`config.mk`:
```
export PLATFORM = sky130hd
export DESIGN_NAME = adc_pulse_gen
export DESIGN_NICKNAME = d
export VERILOG_FILES = /design/src/rtl/package_settings.sv /design/src/rtl/pulse_gen_parameter.sv /design/src/rtl/pulse_gen_lfsr.sv /design/src/rtl/adc_pulse_gen.sv
export SDC_FILE = /design/constraint.sdc
export NUM_CORES = 1
export LEC_CHECK = 0
export ABC_AREA = 1
export CAP_MARGIN = 30
export CORE_MARGIN = 3
export CORE_UTILIZATION = 42
export CTS_CLUSTER_DIAMETER = 150
export DETAILED_ROUTE_END_ITERATION = 6
export PLACE_DENSITY = 0.59
export SYNTH_ARGS = -nofsm -noshare
export SYNTH_HDL_FRONTEND = slang
export SYNTH_SLANG_ARGS = --single-unit
```
`constraint.sdc`:
```
create_clock -name clk -period 3.1 [get_ports clk]
set_input_delay 0.775 -clock clk [delete_from_list [all_inputs] [get_ports clk]]
set_output_delay 0.775 -clock clk [all_outputs]
set_load 0.05 [all_outputs]
```
`src/rtl/package_settings.sv`:
```
// package_settings: project-wide settings shared by the ADC emulation blocks.
package package_settings;
    localparam int SIZE_ADC_DATA = 14;
endpackage

```
`src/rtl/pulse_gen_parameter.sv`:
```
// pulse_gen_parameter: state encoding and default shaping constants for adc_pulse_gen.
package pulse_gen_parameter;
    typedef enum logic [1:0] {IDLE, RISE, DECAY, HOLD} pulse_state_t;
    localparam int DEFAULT_BASELINE    = 100;
    localparam int DEFAULT_RISE_SHIFT  = 2;
    localparam int DEFAULT_DECAY_SHIFT = 4;
    localparam int DEFAULT_HOLDOFF     = 16;
    localparam int FRAC_W              = 8;
    localparam logic [15:0] LFSR_SEED  = 16'hACE1;
endpackage

```
`src/rtl/pulse_gen_lfsr.sv`:
```
// pulse_gen_lfsr: 16-bit Fibonacci LFSR (taps 16,14,13,11) exposing its 3 LSBs as raw noise.
module pulse_gen_lfsr
    import pulse_gen_parameter::*;
(
    input  logic       clk,
    input  logic       reset,
    output logic [2:0] noise
);
    logic [15:0] q;
    always_ff @(posedge clk or negedge reset)
        if (!reset) q <= LFSR_SEED;
        else        q <= {q[14:0], q[15] ^ q[13] ^ q[12] ^ q[10]};
    assign noise = q[2:0];
endmodule

```
`src/rtl/adc_pulse_gen.sv`:
```
// adc_pulse_gen: emulated ADC pulse (linear rise, exponential decay, holdoff) on a baseline.
// Define ADC_PULSE_GEN_NOISE_EN to add LFSR noise of -4..+3 counts to every sample.
module adc_pulse_gen
    import package_settings::*;
    import pulse_gen_parameter::*;
#(
    parameter int BASELINE    = DEFAULT_BASELINE,
    parameter int RISE_SHIFT  = DEFAULT_RISE_SHIFT,
    parameter int DECAY_SHIFT = DEFAULT_DECAY_SHIFT,
    parameter int HOLDOFF     = DEFAULT_HOLDOFF
) (
    input  logic                     clk,
    input  logic                     reset,
    input  logic                     trig,
    input  logic [SIZE_ADC_DATA-1:0] amplitude,
    output logic                     trig_ack,
    output logic                     busy,
    output logic [7:0]               miss_cnt,
    output logic [SIZE_ADC_DATA-1:0] output_data
);
    localparam int ACC_W    = SIZE_ADC_DATA + FRAC_W;
    localparam int ADC_MAX  = (1 << SIZE_ADC_DATA) - 1;
    localparam int RISE_LEN = 1 << RISE_SHIFT;
    localparam int CNT_W    = $clog2((RISE_LEN > HOLDOFF ? RISE_LEN : HOLDOFF) + 1);
    localparam int SW       = SIZE_ADC_DATA + 3;

    pulse_state_t state, state_next;
    logic [ACC_W-1:0] acc, peak, step, decr;
    logic [CNT_W-1:0] cnt;
    logic [SIZE_ADC_DATA-1:0] amp, sample;
    logic signed [SW-1:0] level, noise_s;
    logic tail_done;

    assign peak      = {amp, {FRAC_W{1'b0}}};
    assign step      = peak >> RISE_SHIFT;
    assign tail_done = acc[ACC_W-1:FRAC_W] == '0;

`ifdef ADC_PULSE_GEN_NOISE_EN
    logic [2:0] noise;
    pulse_gen_lfsr u_lfsr (.clk(clk), .reset(reset), .noise(noise));
    assign noise_s = SW'($signed({1'b0, noise}) - 4'sd4);
`else
    assign noise_s = '0;
`endif

    always_ff @(posedge clk or negedge reset)
        if (!reset) state <= IDLE;
        else        state <= state_next;

    always_comb begin
        state_next = state;
        case (state)
            IDLE:    state_next = trig ? RISE : IDLE;
            RISE:    state_next = cnt == CNT_W'(1) ? DECAY : RISE;
            DECAY:   state_next = tail_done ? HOLD : DECAY;
            HOLD:    state_next = cnt == '0 ? IDLE : HOLD;
            default: state_next = IDLE;
        endcase
    end

    // level is signed so negative noise below a zero baseline clamps instead of wrapping
    always_comb begin
        busy   = state != IDLE;
        decr   = (acc >> DECAY_SHIFT) == '0 ? ACC_W'(1) : acc >> DECAY_SHIFT;
        level  = SW'(BASELINE) + SW'(acc[ACC_W-1:FRAC_W]) + noise_s;
        sample = level[SW-1] ? '0 : level > SW'(ADC_MAX) ? SIZE_ADC_DATA'(ADC_MAX) : level[SIZE_ADC_DATA-1:0];
    end

    always_ff @(posedge clk or negedge reset)
        if (!reset) begin
            acc         <= '0;
            cnt         <= '0;
            amp         <= '0;
            trig_ack    <= 1'b0;
            miss_cnt    <= '0;
            output_data <= '0;
        end else begin
            trig_ack    <= state == IDLE && trig;
            output_data <= sample;
            if (busy && trig && miss_cnt != 8'hFF) miss_cnt <= miss_cnt + 8'd1;
            case (state)
                IDLE: if (trig) begin
                    amp <= amplitude;
                    acc <= '0;
                    cnt <= CNT_W'(RISE_LEN);
                end
                RISE: begin
                    acc <= cnt == CNT_W'(1) ? peak : acc + step;
                    cnt <= cnt - 1'b1;
                end
                DECAY: if (tail_done) begin
                    acc <= '0;
                    cnt <= CNT_W'(HOLDOFF);
                end else acc <= acc - decr;
                HOLD: cnt <= cnt == '0 ? cnt : cnt - 1'b1;
                default: acc <= '0;
            endcase
        end
endmodule

```
* Yosys cells after proc, flatten, opt, wreduce, memory -nomap -nowiden *
Index checks and enable logic that the tools add are counted.

storage, ports and cells
  flip-flop bits (word level) = 66
  input port bits = 17
  latch bits = 0
  output and inout port bits = 24
  bits in read-only memories = 0
  RAM bits = 0
  memories kept = 0
  logic and storage cells = 49

operators by class
  eq/ne operators = 8
  magnitude comparators = 1
  add/sub/neg operators = 5
  div/mod/pow operators = 0
  shift operators = 0
  $mul = 0
  reductions and logical operators = 12
  bitwise gates (word level) = 0
  mux-type cells = 16

operators with widths
  kind                   number
  $mux 22                3
  $pmux 22 s3            1
  $mux 14                2
  $add 22x20->22         1
  $logic_not 22->1       1
  $sub 22x18->22         1
  $pmux 5 s4             1
  $mux 18                1
  $add 7x14->15 const A  1
  $gt 15x14->1 const B   1
  $mux 5                 3
  $logic_not 14->1       1
  $add 8x1->8 const B    1
  $ne 8x8->1 const B     1
  $pmux 2 s4             1
  $ne 2x2->1 const B     3
  $eq 5x1->1 const B     1
  $logic_not 5->1        1
  $sub 5x1->5 const B    1
  $eq 2x2->1 const B     2
  $mux 2                 2
  $reduce_and 2->1       2
  $logic_and 1x1->1      3
  $reduce_and 3->1       1
  5 further kinds        6

* Depth between registers and ports, before layout *
  word-level depth = 5
  depth in mapped cells = 20
  gate-level depth less buffers = 20

* Worst setup path before layout *
Ideal clock, no wire load.

  kind = flip-flop to flip-flop
  start point = reg acc[10]
  end point = reg acc[16]
  setup slack = 0.308 ns
  required time = 2.983 ns
  path buffers = 0
  library setup time = 0.117 ns
  cell stages (with the launch flop) = 20
  clock period less this slack = 2.792 ns
  data arrival time = 2.675 ns
  cells stage by stage = dfrtp_1 inv_1 ha_1 nand2_1 nor4_1 nand3_1 nand2_1 ha_1 inv_1 fa_1 nand3_1 nand3_1 nand2_1 nand3_1 nand2_1 nand3b_1 nand3_1 nand3_1 nand2_1 nand2_1

between the ends
  cells in the longest elaborated chain, start to end = 5
  elaborated cells between the ends (all ways) = 8
  classes of those cells = 2 x add/sub; 4 x mux; 2 x reduce/logical

RTL lines
  element                 RTL line             source
  from (decl)             adc_pulse_gen.sv:28  logic [ACC_W-1:0] acc, peak, step, decr;
  from (signal assigned)  adc_pulse_gen.sv:88  acc <= cnt == CNT_W'(1) ? peak : acc + step;
  from (signal assigned)  adc_pulse_gen.sv:94  end else acc <= acc - decr;
  $logic_not 22->1        adc_pulse_gen.sv:64  decr = (acc >> DECAY_SHIFT) == '0 ? ACC_W'(1) : acc >> DECAY_SHIFT;
  $mux 18                 adc_pulse_gen.sv:64
  $sub 22x18->22          adc_pulse_gen.sv:94
  $mux 22                 adc_pulse_gen.sv:91  DECAY: if (tail_done) begin
  $pmux 22 s3 *           adc_pulse_gen.sv:81  case (state)

Every way passes the cells marked *; elsewhere a longest branch is shown, timed or not.
A chain may end at the register's enable or synchronous reset.

* Worst setup path in the final report *
  start point = reg acc[9]
  end point = reg acc[9]

Same word-level chain as after synthesis.

==> flow_metrics.py <==
metrics = {
    "placement": {
        "place_hpwl_mm": 12.8,
        "portBuffers": 40,
        "place_inst": 1087,
        "place_congestion": 0.936,
    },
    "worst_hold_path": {
        "hp-class": "in2async",
    },
    "floorplanning": {
        "rows": 41,
        "ios": 41,
        "die_h_um": 122,
        "initial_core_util_pct": 43.8,
        "dieArea_sq_um": 14800,
        "die_w_um": 122,
        "core_sq_um": 12900,
    },
    "sta": {
        "setup_viol": 0,
        "rsz0062_at_grt": "no",
        "finalHoldViolCount": 0,
        "final.min_clock_period_ns": 2.93,
        "finalMaxSlewViolations": 0,
        "clock_skew_ns": 0.00844,
        "slew_headroom_pct": 56.9,
        "fin_crit_sh_pct": 94.4,
        "tightest_slew_ns": 0.647,
        "timing.fmax_mhz": 342,
    },
    "global_route": {
        "antenna_found_initial": 0,
        "overflow": 0,
        "grt_usage_pct": 22.7,
        "grt_max_degree": 29,
        "grt_pass1_vias": 5334,
        "grt_pass1_wl_mm": 26.4,
    },
    "finish": {
        "multi_input_area_sq_um": 3440,
        "stdcell_count": 1103,
        "antennaDiodeCount": 0,
        "layout-drive-gt1-share_pct": 10.1,
        "areaGrowthSynthToFinish_pct": 20.3,
        "register_area_sq_um": 1650,
        "fill_cells": 1258,
        "fin_nets": 990,
    },
    "synth": {
        "synth_edf_count": 0,
        "async_flop_share_pct": 100,
        "yosys_warnings": 0,
        "synth-seq-area-share_pct": 29.3,
        "yosys_register_bits": 66,
        "synth_fp_nets": 924,
        "syn_area_sq_um": 5640,
        "syn_avg_cell_area_sq_um": 6.56,
        "postSynthCellCount": 860,
        "synth-main-ff-cell": "dfrtp_1",
        "ys_types": 42,
    },
    "setup_path": {
        "cp.required_ns": 3.33,
        "crit_slowest_cell": "dfrtp_1",
        "critPathMaxStageDelay_ns": 0.49,
        "start_kind": "flop",
        "crit_top_cell": "nand2_1",
        "crit_path_end_kind": "flop",
        "crit_path_cell_trace": "inv_4 > nand4_1 > nor4_4 > nand3_1 > buf_4 > nand2_1 > ha_1 > nand2_1 > nand2_1 > nand2_1 > nand2_1 > nand3b_1 > or2_2 > nand3_2 > nand3b_1 > nand2_1 > nand2_1",
        "crit_fanout": 5,
        "critPathTopFamily": "simple AND/OR/NAND/NOR gates",
        "cp.arrival_ns": 3.16,
        "crit_type": "reg2reg",
        "crit_buf_inv": 2,
    },
    "cts": {
        "postCtsSetupRepairBufs": 0,
        "clock-sinks": 66,
        "cts_buffers": 9,
        "insertion_delay_ns": 0.34,
        "clk_path_buf_depth": 2,
        "cts_tree": "yes",
        "path_clk_slew_ns": 0.06,
        "h-tree-depth": 3,
        "clock-root-buffer": "clkbuf_16",
    },
    "pwr": {
        "ir_worst_vdd_uv": 591,
        "power_density_nw_per_um2": 1100,
        "leakagePower_nw": 3.76,
        "power_mw": 7.48,
    },
    "drt": {
        "vias_per_cell": 5.02,
        "firstDrtPassIters": 5,
        "drc": 0,
        "wl_per_cell_um": 14.6,
        "first_iter_violations": 381,
        "antenna_left": 0,
        "routed-via-count": 5539,
        "wirelength_mm": 16.1,
    },
    "run": {
        "drv_cap": 0,
    },
    "outcome": {
        "outcome": "finished clean",
    },
}
-- logic make-up (layout without fill, tap and decap cells) --
kind of cell / count (synthesis) / after routing / share of synthesized area (%)
adders and majority gates: 47 / 47 / 10.7
DFF: 66 / 66 / 29.3
and+or+nand+nor: 503 / 503 / 38.9
AOI/OAI and AO/OA: 71 / 71 / 6.70
buffers and inverters: 149 / 220 / 10.5
muxes: 1 / 1 / 0.178
xor gates and xnor gates: 23 / 23 / 3.71
-- timing repair --
item | in CTS | in global routing
hold buffers | 0 | 0
endpoints found under the setup margin | 9 | 12
pin swaps | 0 | 3
endpoints found under the hold margin | 0 | 0
gates resized for setup | 2 | 8
-- layout make-up --
cell class                      count  share of cell area, %
Clock buffer                       10                   3.38
Tap cell                          172                   3.17
Clock inverter                      6                   1.70
Timing Repair Buffer               68                   8.93
Sequential cell                    66                   24.4
Multi-Input combinational cell    645                   50.7
Inverter                          136                   7.77
-- synthesized netlist by cell type (3+ instances only) --
| cell type | n | area share [%] |
|---|---|---|
| clkbuf_1 | 5 | 0.33 |
| dfrtp_1 | 66 | 29 |
| nor2_4 | 4 | 0.80 |
| nand3_2 | 9 | 1.6 |
| ha_1 | 45 | 10 |
| nand2_1 | 314 | 21 |
| o21ai_1 | 20 | 1.8 |
| nor2_2 | 3 | 0.33 |
| buf_2 | 6 | 0.53 |
| inv_1 | 120 | 8.0 |
| nor3_1 | 12 | 1.1 |
| nand4_1 | 10 | 1.1 |
| inv_2 | 15 | 1.0 |
| nand3_1 | 65 | 5.8 |
| xnor2_1 | 9 | 1.4 |
| nand2_2 | 5 | 0.55 |
| nor2_1 | 58 | 3.9 |
| a21oi_1 | 31 | 2.8 |
| nand3b_1 | 12 | 1.6 |
| xor2_1 | 13 | 2.0 |
| o21ai_0 | 9 | 0.80 |
| o22ai_1 | 4 | 0.44 |
-- placed cells by master (no fill, tap or decap), types with 6 or more instances in the layout --
cell type | Yosys | final
nand2_1 | 314 | 313
inv_1 | 120 | 118
dfrtp_1 | 66 | 66
nand3_1 | 65 | 63
nor2_1 | 58 | 57
ha_1 | 45 | 44
clkdlybuf4s50_1 | 0 | 39
a21oi_1 | 31 | 31
buf_4 | 1 | 28
o21ai_1 | 20 | 20
inv_2 | 15 | 16
xor2_1 | 13 | 13
nand3b_1 | 12 | 12
nor3_1 | 12 | 12
nand3_2 | 9 | 11
nand4_1 | 10 | 10
o21ai_0 | 9 | 9
xnor2_1 | 9 | 9
clkbuf_16 | 0 | 9
nand2_2 | 5 | 6
-- metal layers --
layer | routed length (um) | track usage, %
met1 | 7280 | 29.4
met2 | 7570 | 37.9
met3 | 893 | 4.50
met4 | 402 | 7.63
met5 | 0 | 0
-- where the power goes --
group	leakage, nW	internal (mW)	switching [mW]
Sequential	0.848	1.15	0.225
Clock	0.163	0.789	0.411
Combinational	2.75	1.71	3.19
-- final timing paths --
check | slack (ns) | endpoint | depth (start not counted) | from
max | 0.17 | acc[9] | 17 | acc[9]
min | 0.46 | acc[18] | 1 | reset
max reg2reg | 0.17 | acc[9] | 17 | acc[9]
min reg2reg | 0.49 | miss_cnt[5] | 1 | miss_cnt[5]
max in group asynchronous | 1.89 | acc[6] | 2 | reset
min in group clk | 0.49 | miss_cnt[5] | 1 | miss_cnt[5]
-- metrics by stage --
stage	instance area, sq um	hold WS, ns	setup WS [ns]	utilization, %	TNS, ns
floorplan	5640	0.475	0.308	-	0
global placement	6390	0.484	-0.0921	49.6	-0.177
global route	6780	0.515	0.0133	52.7	0
detailed placement	6390	0.483	-0.145	49.6	-0.471
CTS	6740	0.475	0.0293	52.4	0
finish	6780	0.460	0.173	52.7	0
-- registers in the layout, indices dropped and copies added (netlist names) --
register and cells:
state 2, trig_ack 1, cnt 5, amp 14
acc 22, miss_cnt 8, output_data 14
Power figures use the tool's default switching activity.
